--- config.mk ---
export PLATFORM = sky130hd
export DESIGN_NAME = temp_sample_sequencer
export DESIGN_NICKNAME = d
export VERILOG_FILES = /design/src/rtl/temp_sample_sequencer.sv
export SDC_FILE = /design/constraint.sdc
export NUM_CORES = 1
export LEC_CHECK = 0
export ABC_CLOCK_PERIOD_IN_PS = 3400
export BUFFER_PORTS_ARGS = -buffer_cell sky130_fd_sc_hd__buf_4
export CELL_PAD_IN_SITES_DETAIL_PLACEMENT = 0
export CELL_PAD_IN_SITES_GLOBAL_PLACEMENT = 1
export CORE_MARGIN = 2
export CORE_UTILIZATION = 42
export CTS_CLUSTER_SIZE = 40
export DETAILED_ROUTE_END_ITERATION = 8
export GPL_ROUTABILITY_DRIVEN = 1
export PLACE_DENSITY_LB_ADDON = 0.1
export SYNTH_ARGS = -nofsm -noshare
export SYNTH_HDL_FRONTEND = slang
export SYNTH_SLANG_ARGS = --single-unit
--- constraint.sdc ---
create_clock -name clk -period 3.4 [get_ports clk]
set_input_delay 0 -clock clk [delete_from_list [all_inputs] [get_ports clk]]
set_output_delay 0 -clock clk [all_outputs]
set_load 0.01 [all_outputs]
--- src/rtl/temp_sample_sequencer.sv ---
// Periodic ADC oversampling sequencer: requests 2**OVERSAMPLE_LOG2 conversions per
// period, averages them and emits a saturated 8-bit degC value as a one-cycle strobe.
module temp_sample_sequencer #(
  parameter int SAMPLE_PERIOD   = 100_000_000,
  parameter int OVERSAMPLE_LOG2 = 2,
  parameter int ADC_WIDTH       = 12,
  parameter int GAIN_Q8         = 32,
  parameter int OFFSET          = 273,
  parameter int TIMEOUT         = 1023
) (
  input  logic                 clk,
  input  logic                 rst,
  input  logic                 enable,
  output logic                 adc_req,
  input  logic                 adc_ack,
  input  logic [ADC_WIDTH-1:0] adc_data,
  output logic [7:0]           new_temp,
  output logic                 new_temp_valid,
  output logic                 timeout_err,
  output logic                 overrun_err,
  input  logic                 err_clr
);

  // state | meaning
  // IDLE  | waiting for period tick
  // REQ   | adc_req high, waiting for ack or timeout
  // GAP   | one idle cycle between conversions
  // CALC  | average, scale, saturate into new_temp
  // OUT   | new_temp_valid strobe

  localparam int PCW = $clog2(SAMPLE_PERIOD);
  localparam int WCW = $clog2(TIMEOUT + 1);
  localparam int SCW = OVERSAMPLE_LOG2 + 1;
  localparam int AW  = ADC_WIDTH + OVERSAMPLE_LOG2;
  localparam int NS  = 1 << OVERSAMPLE_LOG2;

  typedef enum logic [2:0] {IDLE, REQ, GAP, CALC, OUT} state_t;

  state_t                state, state_nx;
  logic [PCW-1:0]        period_cnt;
  logic                  tick;
  logic [WCW-1:0]        wait_cnt;
  logic [SCW-1:0]        sample_cnt;
  logic [AW-1:0]         acc;
  logic                  ack_ok, last_sample, timed_out;
  logic [ADC_WIDTH-1:0]  avg;
  logic [47:0]           prod;
  logic signed [47:0]    scaled;
  logic [7:0]            temp_sat;

  assign tick        = (period_cnt == PCW'(SAMPLE_PERIOD - 1));
  assign ack_ok      = (state == REQ) && adc_ack;
  assign last_sample = (sample_cnt == SCW'(NS - 1));
  assign timed_out   = (state == REQ) && !adc_ack && (wait_cnt == WCW'(TIMEOUT));

  always_ff @(posedge clk) begin
    if (rst || !enable || tick) period_cnt <= '0;
    else                        period_cnt <= period_cnt + 1'b1;
  end

  always_ff @(posedge clk) begin
    if (rst) state <= IDLE;
    else     state <= state_nx;
  end

  always_comb begin
    state_nx       = state;
    adc_req        = 1'b0;
    new_temp_valid = 1'b0;
    case (state)
      IDLE: if (tick) state_nx = REQ;
      REQ: begin
        adc_req = 1'b1;
        if (ack_ok)         state_nx = last_sample ? CALC : GAP;
        else if (timed_out) state_nx = IDLE;
      end
      GAP:  state_nx = REQ;
      CALC: state_nx = OUT;
      OUT: begin
        new_temp_valid = 1'b1;
        state_nx       = IDLE;
      end
      default: state_nx = IDLE;
    endcase
  end

  // Wide signed intermediate so the offset subtraction can never wrap
  always_comb begin
    avg    = ADC_WIDTH'(acc >> OVERSAMPLE_LOG2);
    prod   = 48'(avg) * 48'(GAIN_Q8);
    scaled = $signed(prod >> 8) - $signed(48'(OFFSET));
    if (scaled < 0)        temp_sat = 8'd0;
    else if (scaled > 255) temp_sat = 8'd255;
    else                   temp_sat = scaled[7:0];
  end

  always_ff @(posedge clk) begin
    if (rst) begin
      wait_cnt   <= '0;
      sample_cnt <= '0;
      acc        <= '0;
      new_temp   <= '0;
    end else begin
      wait_cnt <= ((state == REQ) && !adc_ack) ? wait_cnt + 1'b1 : '0;
      if (state == IDLE && tick) begin
        acc        <= '0;
        sample_cnt <= '0;
      end else if (ack_ok) begin
        acc        <= acc + AW'(adc_data);
        sample_cnt <= sample_cnt + 1'b1;
      end
      if (state == CALC) new_temp <= temp_sat;
    end
  end

  // Sticky flags: a set in the same cycle as err_clr takes priority
  always_ff @(posedge clk) begin
    if (rst) begin
      timeout_err <= 1'b0;
      overrun_err <= 1'b0;
    end else begin
      if (timed_out)    timeout_err <= 1'b1;
      else if (err_clr) timeout_err <= 1'b0;
      if (tick && state != IDLE) overrun_err <= 1'b1;
      else if (err_clr)          overrun_err <= 1'b0;
    end
  end

endmodule
=== After elaboration in Yosys (flattened, before gate mapping) ===
Index checks and enable logic that the tools add are counted.

* Register bits after elaboration: 67
* Output and inout bits: 12
* Memories kept: 0
* Word-level logic and storage cells: 53
* Bits in latches: 0
* Bits of input ports: 17
* ROM bits: 0
* Bits in writable memories: 0

* Multiply operators: 0
* Bitwise logic cells: 1
* $lt $le $gt $ge: 2
* Equal/unequal tests: 9
* Add/subtract/negate cells: 5
* Reduce and logical (&&, ||, !) cells: 16
* Shift operators: 0
* Multiplexer cells: 12
* Divide/modulo/power cells: 0

{| class="wikitable"
|+ Operator list
! kind !! count
|-
| 27-bit by 1-bit adder with 27-bit output (second input constant) || 1
|-
| 27-bit equality test (second input constant) || 1
|-
| 8-bit 2-to-1 mux || 2
|-
| 14-bit by 12-bit adder with 14-bit output || 1
|-
| 3-bit case mux with 4 select lines || 1
|-
| 10-bit by 1-bit adder with 10-bit output (second input constant) || 1
|-
| 10-bit equality test (second input constant) || 1
|-
| 10-bit by 9-bit > comparator with 1-bit output (second input constant) || 1
|-
| 10-bit by 1-bit < comparator with 1-bit output (second input constant) || 1
|-
| 9-bit by 9-bit subtractor with 10-bit output (second input constant) || 1
|-
| 3-bit by 2-bit equality test with 1-bit output (second input constant) || 3
|-
| 3-bit 2-to-1 mux || 3
|-
| 1-bit 2-to-1 mux || 6
|-
| 1-bit logical AND || 5
|-
| 2-bit nonzero test || 2
|-
| 2-bit OR reduction || 2
|-
| 3-bit by 1-bit adder with 3-bit output (second input constant) || 1
|-
| 3-bit by 1-bit equality test with 1-bit output (second input constant) || 1
|-
| 3-bit equality test (second input constant) || 1
|-
| 3-bit logical NOT || 1
|-
| 3-bit != test (second input constant) || 1
|-
| 3-bit nonzero test || 1
|-
| 1-bit logical NOT || 2
|-
| 1-bit logical OR || 2
|-
| other kinds (3) || 3
|}

=== Depth between registers and ports, before layout ===
* Depth in word-level cells: 6
* Depth in mapped cells: 9
* Depth with buffers taken out: 9

=== Least setup slack after synthesis ===
No wires, ideal clock.

* Path type: reg2reg
* Start: register acc[6]
* End: register acc[11]
* Arrival time: 1.926 ns
* Library setup time: 0.086 ns
* Required time: 3.314 ns
* Path slack: 1.388 ns
* Stages on the path, launching flop included: 8
* Buffers on the path: 0
* Period minus slack after synthesis: 2.012 ns
* Cells stage by stage: dfxtp_1 > ha_1 > a2111oi_0 > o21ai_0 > a41oi_1 > a21oi_1 > xnor2_1 > a211oi_1

* Longest elaborated chain between the ends: 1

{| class="wikitable"
|+ Ends and longest elaborated chain
! element !! line !! text
|-
| from (decl) || 44 || <nowiki>logic [AW-1:0] acc;</nowiki>
|-
| from (signal assigned) || 109 || <nowiki>acc <= acc + AW'(adc_data);</nowiki>
|-
| 14-bit by 12-bit adder with 14-bit output || 109 ||
|}

No other way between the ends.
A chain may end at the register's enable or synchronous reset.

=== Final worst setup path ===
Same ends and word-level chain as after synthesis.

==> results_dict.tcl <==
set metrics [dict create \
    synthesis.instances 402 \
    ctsHtreeMaxLevel 3 \
    status "finished, final reports clean" \
    min_delay_startpoint "enable" \
    routed_via_density 5.21 \
    p_leak_uw 0.00148 \
    synth_top_cell_by_area "dfxtp_1" \
    count_leader_synth "nor2_1" \
    cts_setup_buffers 0 \
    layout-drive-gt1-share 0.127 \
    synth.cells.most_frequent "nor2_1, dfxtp_1, nand2_1" \
    ys_warn_count 0 \
    gpl_wtd_cong 0.777 \
    clock_tree_from_tritoncts "yes" \
    dp_hpwl_mm 5.10 \
    nFillCells 800 \
    final_core_utilization 0.505 \
    end_of_the_worst_register_to_register_path "acc[11]$_SDFFE_PP0P_" \
    mappedNetlistArea_sq_mm 0.00341 \
    cts-root-buf "clkbuf_8" \
    hold-path-cell-count 3 \
    critPathMaxStageDelay_ns 0.39 \
    fin_hold_ws_ns 0.0113 \
    drt-initial-drc-count 95 \
    fin_clk_skew_ns 0.0106 \
    crit_chain "ha_1, a2111oi_0, o21ai_0, a41oi_1, a21oi_1, xnor2_1, a211oi_1" \
    grt_start_max_net_pins 19 \
    areaGrowthSynthToFinish_pct 15.6 \
    fin_crit_ns 2.23 \
    route.detailed.drc 0 \
    setup.worst_path.end_class "register" \
    grt_overflow 0 \
    die_y_um 94.2 \
    hold_violations 0 \
    total_wirelength_of_the_detailed_routed_design_mm 7.01 \
    std_cell_rows 32 \
    synth_seq_area_share 0.393 \
    report.final.slew_viol_count 0 \
    timing.setup.critical_path_class "register to register" \
    post_drt_wl_per_cell_um 12.9 \
    max-slew-margin-rel 0.440 \
    grt_antenna_before_repair 0 \
    drv.max_cap_violation_count 0 \
    crit_buf_inv 0 \
    initial_core_util 0.437 \
    cts_sinks 67 \
    grt_pass1_wl_mm 12.2 \
    track_usage 0.173 \
    ys_top_cells_by_area "dfxtp_1, nor2_1, xor2_1" \
    r2r_setup_slack_ns 1.17 \
    edff_count_synth 0 \
    final_setup_tns_ns 0 \
    r2r_cells 7 \
    r2r_start "acc[6]$_SDFFE_PP0P_" \
    ant_nets 0 \
    worstMarginPinSlew_ns 0.832 \
    finalNonFillerCells 544 \
    dpl_worst_slack_ns 1.17 \
    die_area_sq_mm 0.00887 \
    yosys_register_bits 67 \
    nets 472 \
    post-route-period-util 0.656 \
    postCtsHoldBufs 2 \
    worst_path_dominant_cell_family "compound AO/OA/AOI/OAI gates" \
    fmax_mhz 449 \
    drt_pass1_iterations 4 \
    worst_setup_hold_path_clk_slew_ns 0.08 \
    floorplan.io_pins 29 \
    critical_path_peak_fanout 6 \
    die_w_um 94.2 \
    clock_path_buffers 2 \
    setup-violations-final 0 \
    gates_resized_cts_repair 0 \
    core_region_sq_mm 0.00781 \
    timing.final.ws_setup_ns 1.17 \
    async_flop_share 0 \
    grt_pass1_vias 2729 \
    synth_ff_type "dfxtp_1" \
    syn_nets 437 \
    unrepaired_setup_endpoints_after_global_routing "no" \
    placement.io_buffers 28 \
    timing.critical_path.required_ns 3.67 \
    synth_cell_type_count 51 \
    slowest_stage_cell_crit_path "a41oi_1" \
    worstPathArrival_ns 2.50 \
    clk-insertion-delay-late_ns 0.35 \
    num_antenna_cells 0 \
    synth.top_cell.area_share 0.393 \
    synthesis.area_per_instance_sq_um 8.49 \
    ir_drop_mv 0.153 \
    place.detailed.instances 526 \
    total_power_per_unit_cell_area_mw_per_mm2 369 \
    timing.hold.worst.class "input port to register" \
    holdPathEnd "period_cnt[1]$_SDFF_PP0_" \
    num_vias 2835 \
    tritoncts.num_buffers 9 \
    timing.critical_path.from_type "register" \
]
## per-layer routing
layer / track usage / share of wire / vias up / wire length (um)
met2: 0.282 / 0.46 / 43 / 3250
li1: - / - / 1478 / -
met3: 0.0305 / 0.029 / 10 / 206
met4: 0.0797 / 0.015 / 0 / 107
met5: 0 / 0 / - / 0
met1: 0.223 / 0.49 / 1304 / 3450
## worst reg2reg max path: cells and delay by family (launching register included)
family          cells  cell delay [ns]
fa+ha+maj           1             0.35
compound gates      5             1.34
xor+xnor            1             0.13
flops               1             0.34
## metrics by stage
stage	power (uW)	area, sq um
2_1_floorplan	839	3410
3_3_place_gp	865	3750
3_5_place_dp	864	3750
4_1_cts	1480	3950
5_1_grt	1520	3950
6_report	1460	3950
## layout by cell type (no fill, tap or decap), drive strengths merged, types with 3 or more instances in the layout
| cell type | netlist | layout |
|---|---|---|
| o21a | 3 | 3 |
| xnor2 | 18 | 18 |
| a2111oi | 3 | 3 |
| nor2b | 6 | 6 |
| nand4 | 7 | 7 |
| nor2 | 68 | 68 |
| inv | 13 | 14 |
| nand2 | 40 | 40 |
| a21o | 4 | 4 |
| dfxtp | 67 | 67 |
| clkinv | 0 | 4 |
| or3 | 5 | 5 |
| o41ai | 3 | 3 |
| and4 | 3 | 3 |
| buf | 4 | 31 |
| nor3 | 9 | 9 |
| nand3 | 20 | 20 |
| a211oi | 7 | 7 |
| xor2 | 25 | 25 |
| nor4b | 3 | 3 |
| o21ai | 13 | 13 |
| a21oi | 24 | 24 |
| a22oi | 4 | 4 |
| clkbuf | 5 | 10 |
| ha | 17 | 17 |
| and3 | 7 | 7 |
| nor3b | 3 | 3 |
## worst max path at each step
stage / startpoint / end / slack [ns] / cells past startpoint
floorplan: acc[6]$_SDFFE_PP0P_ / acc[11]$_SDFFE_PP0P_ / 1.39 / 7
global placement: acc[6]$_SDFFE_PP0P_ / acc[11]$_SDFFE_PP0P_ / 1.23 / 7
detailed placement: acc[6]$_SDFFE_PP0P_ / acc[11]$_SDFFE_PP0P_ / 1.17 / 7
CTS: acc[6]$_SDFFE_PP0P_ / acc[11]$_SDFFE_PP0P_ / 1.15 / 7
global route: acc[0]$_SDFFE_PP0P_ / acc[12]$_SDFFE_PP0P_ / 0.99 / 9
finish: acc[6]$_SDFFE_PP0P_ / acc[11]$_SDFFE_PP0P_ / 1.17 / 7
## final cells by class
type                       count  area (sq um)  area share
tap                          102           128      0.0323
clock inverter                 6          40.0      0.0101
timing repair buffer          33           253      0.0640
inverter                      13          48.8      0.0124
clock buffer                  10           138      0.0349
sequential                    67          1340       0.340
multi-input combinational    313          2000       0.506
## sequential cells by signal, indices dropped and copies added, names as in the netlist
register / cells
period_cnt: 27
acc: 14
wait_cnt: 10
new_temp: 8
sample_cnt: 3
state: 3
overrun_err: 1
timeout_err: 1
## report_power, final
group / internal (uW) / leakage (uW) / total, uW / switching (uW)
clock network: 284 / 0.0000924 / 611 / 327
logic: 29.2 / 0.000850 / 61.1 / 31.9
registers: 785 / 0.000540 / 786 / 0.983
## cell families after synthesis
kind of cell,count (synthesis),synth area share
compound gates,72,0.147
buf+inv,22,0.0264
flops,67,0.393
fa+ha+maj,18,0.0682
xor+xnor,43,0.110
simple gates,180,0.255
(Power assumes the default switching activity.)
